### config.mk
export PLATFORM = sky130hd
export DESIGN_NAME = dual_beam_thresh_trigger
export DESIGN_NICKNAME = d
export VERILOG_FILES = /design/src/rtl/dual_beam_thresh_trigger_pkg.sv /design/src/rtl/dual_beam_thresh_trigger_slice.sv /design/src/rtl/dual_beam_thresh_trigger.sv
export SDC_FILE = /design/constraint.sdc
export NUM_CORES = 1
export LEC_CHECK = 0
export ABC_AREA = 1
export CAP_MARGIN = 30
export CORE_MARGIN = 2
export CORE_UTILIZATION = 45
export DETAILED_ROUTE_END_ITERATION = 12
export PLACE_DENSITY = 0.69
export SYNTH_ARGS = -nofsm -noshare
export SYNTH_HDL_FRONTEND = slang
export SYNTH_SLANG_ARGS = --single-unit
export TNS_END_PERCENT = 30
### constraint.sdc
create_clock -name clk_i -period 1.4 [get_ports clk_i]
set_input_delay 0.28 -clock clk_i [delete_from_list [all_inputs] [get_ports clk_i]]
set_output_delay 0.28 -clock clk_i [all_outputs]
set_load 0.005 [all_outputs]
### src/rtl/dual_beam_thresh_trigger_pkg.sv
// ============================================================================
// Module   : dual_beam_pkg
// Brief    : Shared widths, reset threshold and beam index constants for the
//            two-beam threshold trigger.
// Revision : 1.0 - initial release
// ============================================================================
`default_nettype none

package dual_beam_pkg;

  localparam int INPUT_WIDTH  = 17;
  localparam int THRESH_WIDTH = INPUT_WIDTH + 1;

  // All-ones threshold sits above the largest possible sum (0x3FFFE), so a
  // freshly reset beam can never fire until a real threshold is loaded.
  localparam logic [THRESH_WIDTH-1:0] THRESH_RESET = 18'h3FFFF;

  // Bit positions of each beam within thresh_ce_i / trigger_o
  localparam int BEAM_A = 1;
  localparam int BEAM_B = 0;

endpackage : dual_beam_pkg

`default_nettype wire

### src/rtl/dual_beam_thresh_trigger_slice.sv
// ============================================================================
// Module   : beam_thresh_slice
// Brief    : One beam of the threshold trigger: input register, adder, sum
//            register, shadow/active threshold pair and registered compare.
//            Latency from inputs to trigger is three clocks.
//            Optional macro DUAL_BEAM_GE_EN turns the compare into >=.
// Revision : 1.0 - initial release
// ============================================================================
`default_nettype none

module beam_thresh_slice
  import dual_beam_pkg::*;
(
  input  logic                    clk_i,
  input  logic                    rst_ni,
  input  logic [INPUT_WIDTH-1:0]  in0_i,
  input  logic [INPUT_WIDTH-1:0]  in1_i,
  input  logic [THRESH_WIDTH-1:0] thresh_i,
  input  logic                    thresh_ce_i,
  input  logic                    update_i,
  output logic                    trigger_o
);

  logic [INPUT_WIDTH-1:0]  r_in0;
  logic [INPUT_WIDTH-1:0]  r_in1;
  logic [THRESH_WIDTH-1:0] r_sum;
  logic [THRESH_WIDTH-1:0] r_shadow;
  logic [THRESH_WIDTH-1:0] r_active;
  logic                    r_trig;
  logic [THRESH_WIDTH-1:0] w_sum;
  logic                    w_hit;

  // Zero-extended add; one extra bit means the sum can never wrap
  assign w_sum = {1'b0, r_in0} + {1'b0, r_in1};

`ifdef DUAL_BEAM_GE_EN
  assign w_hit = (r_sum >= r_active);
`else
  assign w_hit = (r_sum > r_active);
`endif

  // Three-stage datapath: inputs, sum, compare result
  always_ff @(posedge clk_i or negedge rst_ni) begin
    if (!rst_ni) begin
      r_in0  <= '0;
      r_in1  <= '0;
      r_sum  <= '0;
      r_trig <= 1'b0;
    end else begin
      r_in0  <= in0_i;
      r_in1  <= in1_i;
      r_sum  <= w_sum;
      r_trig <= w_hit;
    end
  end

  // Shadow/active threshold double buffer; update copies the pre-edge shadow
  always_ff @(posedge clk_i or negedge rst_ni) begin
    if (!rst_ni) begin
      r_shadow <= THRESH_RESET;
      r_active <= THRESH_RESET;
    end else begin
      if (thresh_ce_i) r_shadow <= thresh_i;
      if (update_i)    r_active <= r_shadow;
    end
  end

  assign trigger_o = r_trig;

endmodule : beam_thresh_slice

`default_nettype wire

### src/rtl/dual_beam_thresh_trigger.sv
// ============================================================================
// Module   : dual_beam_thresh_trigger
// Brief    : Two-beam threshold trigger. Each beam sums two unsigned 17-bit
//            partial sums and compares against its own double-buffered
//            threshold; triggers appear three clocks after the inputs.
//            Optional macro DUAL_BEAM_GE_EN selects a >= compare.
// Revision : 1.0 - initial release
// ============================================================================
`default_nettype none

module dual_beam_thresh_trigger
  import dual_beam_pkg::*;
(
  input  logic                    clk_i,
  input  logic                    rst_ni,
  input  logic [INPUT_WIDTH-1:0]  beamA_in0_i,
  input  logic [INPUT_WIDTH-1:0]  beamA_in1_i,
  input  logic [INPUT_WIDTH-1:0]  beamB_in0_i,
  input  logic [INPUT_WIDTH-1:0]  beamB_in1_i,
  input  logic [THRESH_WIDTH-1:0] thresh_i,
  input  logic [1:0]              thresh_ce_i,
  input  logic                    update_i,
  output logic [1:0]              trigger_o
);

  beam_thresh_slice u_beam_a (
    .clk_i       (clk_i),
    .rst_ni      (rst_ni),
    .in0_i       (beamA_in0_i),
    .in1_i       (beamA_in1_i),
    .thresh_i    (thresh_i),
    .thresh_ce_i (thresh_ce_i[BEAM_A]),
    .update_i    (update_i),
    .trigger_o   (trigger_o[BEAM_A])
  );

  beam_thresh_slice u_beam_b (
    .clk_i       (clk_i),
    .rst_ni      (rst_ni),
    .in0_i       (beamB_in0_i),
    .in1_i       (beamB_in1_i),
    .thresh_i    (thresh_i),
    .thresh_ce_i (thresh_ce_i[BEAM_B]),
    .update_i    (update_i),
    .trigger_o   (trigger_o[BEAM_B])
  );

endmodule : dual_beam_thresh_trigger

`default_nettype wire

==> run metrics <==
status=finished with violations; failing checks=setup timing; most frequent cells in the layout=251 x nand2_1, 141 x inv_1, 106 x dfrtp_1, 88 x clkdlybuf4s50_1, 72 x dfstp_2; nets=about 1200; Critical Path RT=1.75 ns; crit path time final=~1.6 ns; Worst-Margin Slew=0.2778 ns; Remaining DRCs=0; top-area cell type share of the netlist area=between 30 and 40%; synthesis warning total=0; Filler Cells Inserted=about 1500; core area=18580 sq um; Max FO, Critical Path=3; pwr/cell area=about 1200 nW/um^2; startpoint types=flip-flop; worst vdd rail ir drop=around 0.00095 V; fmax=629.8 MHz; HP Class=in -> reg; critical path buffer and inverter count=3; largest net degree at the start of global routing=just over 50; CP Class=reg -> reg; GRT met3 Usage=roughly 3.6%; Die ar.=~20000 sq um; Min Hold Slack=just over 0.2 ns; Leak=5.540 nW; commonest non-fill, non-tap cell in the layout=nand2_1; vias in the first global route=between 6000 and 7000; number of synthesized register bits=about 180; slowest cell delay on critical path=roughly 0.34 ns; placement-stage worst setup slack=-0.1893 ns; GRT busiest layer=met2; CP Capture Type=flip-flop; CP dominant cell by count=nand2_2; CP cell instances=ha_2, inv_2, fa_2, inv_2, nand2_2, nand2_2, nand3b_1, nand2_2, buf_4, xor2_1; clock buffer depth=2; WP data arrival=a little under 2 ns; Syn Nets=between 1000 and 1500; row cnt=50; RSZ-0062 raised after global routing=true; Area Overhead vs Synth=35.01%; first-pass GRT wire length=30020 um; initial antenna violation count=0; setup ws final=-0.1879 ns; routability cong.=between 0.8 and 0.9; antenna-violating nets left=0; Final Skew=~0.006 ns; worst skew pair latency=between 0.4 and 0.5 ns; TritonCTS clock tree=yes; final wirelength=17860 um; DP HPWL=between 10000 and 15000 um; met1 Track Usage GR=26.88%; Clock Root Buffer=clkbuf_16; final hold violations=0; Total GRT Usage=a little under a fifth; Syn Std Cell Area=between 8000 and 9000 sq um; initial core utilization=a little under half; Iter 0 DRT Violations=~250; area post-placement=10140 sq um; vias=around 6200; R2R setup slack=-0.19 ns; max-cap violations=0; clock sinks=178; max-slew violation count=0; post-synth top area cell=dfrtp_1; top post-synthesis cells by area=dfrtp_1 31%, dfstp_2 22%, nand2_1 13%; Final period util=113.4%; proportion of layout cells with a drive suffix above 1=29.71%; Rel. slew slack=roughly four fifths; synth unique cells=23; Port Buffers=92; TritonCTS Buffers=17; GRT overflow=0; Antenna diodes=0; count of final setup violators=26; clk slew on worst S/H paths=about 0.070 ns; Post-Synthesis Cells=a little over 900; Post-Syn Area per Cell=between 9 and 10 sq um; crit-path leading delay family=adder cells; GRT met2 Usage=a little under a third; Worst path slowest cell=fa_2; post-route design area=about 11000 sq um; Chip Height=roughly 140 um; DR vias/cell=around 4.7; TritonRoute pass-1 iters=4; die width=141.3 um; DR WL/cell=about 14 um; Max H-tree Level=4; IO Pins=93; Seq/Total Area, Yosys=53.60%
[layout make-up]
type                       instances  area [sq um]  area share (%)
sequential                       178          4544           39.70
multi-input combinational        561          3909           34.15
timing repair buffer             155          1478           12.91
inverter                         161         606.8           5.302
clock buffer                      18         439.2           3.837
tap                              234         292.8           2.558
clock inverter                    14         176.4           1.541
[worst paths after layout]
path                                       from                     to  cells past startpoint
hold reg to reg            u_beam_a.r_active[4]   u_beam_a.r_active[4]                      2
max in group asynchronous                rst_ni  u_beam_b.r_active[17]                      3
hold / removal                         update_i   u_beam_b.r_active[4]                      3
min in group asynchronous                rst_ni      u_beam_a.r_in1[8]                      2
setup / recovery              u_beam_b.r_in1[0]      u_beam_b.r_sum[8]                     10
setup reg to reg              u_beam_b.r_in1[0]      u_beam_b.r_sum[8]                     10
[sequential cells by signal (all words and copies together) (netlist names), 17 cells and up]
signal,flops
u_beam_a.r_in0,17
u_beam_b.r_in1,17
u_beam_b.r_active,18
u_beam_a.r_in1,17
u_beam_a.r_shadow,18
u_beam_a.r_sum,18
u_beam_b.r_in0,17
u_beam_b.r_sum,18
u_beam_b.r_shadow,18
u_beam_a.r_active,18
[what timing repair did]
item,in CTS,in global routing
gates resized for setup,96,24
pin swaps,47,12
hold buffers,1,0
hold endpoints to repair,25,0
buffers inserted,1,4
endpoints found under the setup margin,32,31
[per-stage QoR]
stage	std cells	TNS (ns)	utilization [%]	power, W
floorplan	914	-0.2747	-	0.007637
global placement	1283	-2.172	54.56	0.008655
detailed placement	1283	-3.150	54.56	0.008733
CTS	1317	-1.734	60.93	0.01413
global route	1321	-5.226	61.60	0.01493
finish	1321	-2.191	61.60	0.01413
[worst reg2reg max path: stages (launching register included)]
cell and delay, ns:
dfrtp_1 0.33, ha_2 0.18, inv_2 0.04, fa_2 0.34, inv_2 0.07, nand2_2 0.06, nand2_2 0.05, nand3b_1 0.08
nand2_2 0.11, buf_4 0.12, xor2_1 0.13
[layer usage]
metal | vias to the layer above | wire (um)
met4 | 0 | 328
met1 | 2923 | 8727
met5 | - | 0
li1 | 3139 | -
met2 | 112 | 8184
met3 | 22 | 618
[cell families after synthesis]
| group | Yosys count | share of synthesized area (%) |
|---|---|---|
| AO/OA/AOI/OAI | 79 | 4.811 |
| XOR/XNOR | 14 | 1.446 |
| adder cells (fa/ha/maj) | 72 | 10.80 |
| buffers and inverters | 175 | 7.969 |
| flip-flops | 178 | 53.60 |
| multiplexers | 34 | 4.516 |
| AND/OR/NAND/NOR | 362 | 16.85 |
[report_power, final]
part | total (W) | internal (W) | switching [W]
registers | 0.00617 | 0.00585 | 0.000325
logic | 0.00303 | 0.00149 | 0.00154
clock network | 0.00492 | 0.00289 | 0.00204
total | 0.0141 | 0.0102 | 0.00391
[Yosys cell counts, drive strengths merged]
cell type  count
inv          161
fa             2
clkbuf         7
nand2        288
ha            70
nor3           8
dfstp         72
nand3b         2
o31ai          2
mux2          34
a21oi         38
nor2          40
nand3         22
xnor2          2
dfrtp        106
buf            7
xor2          12
nand4          2
a21o           3
o21ai         36
(Power assumes the default switching activity.)
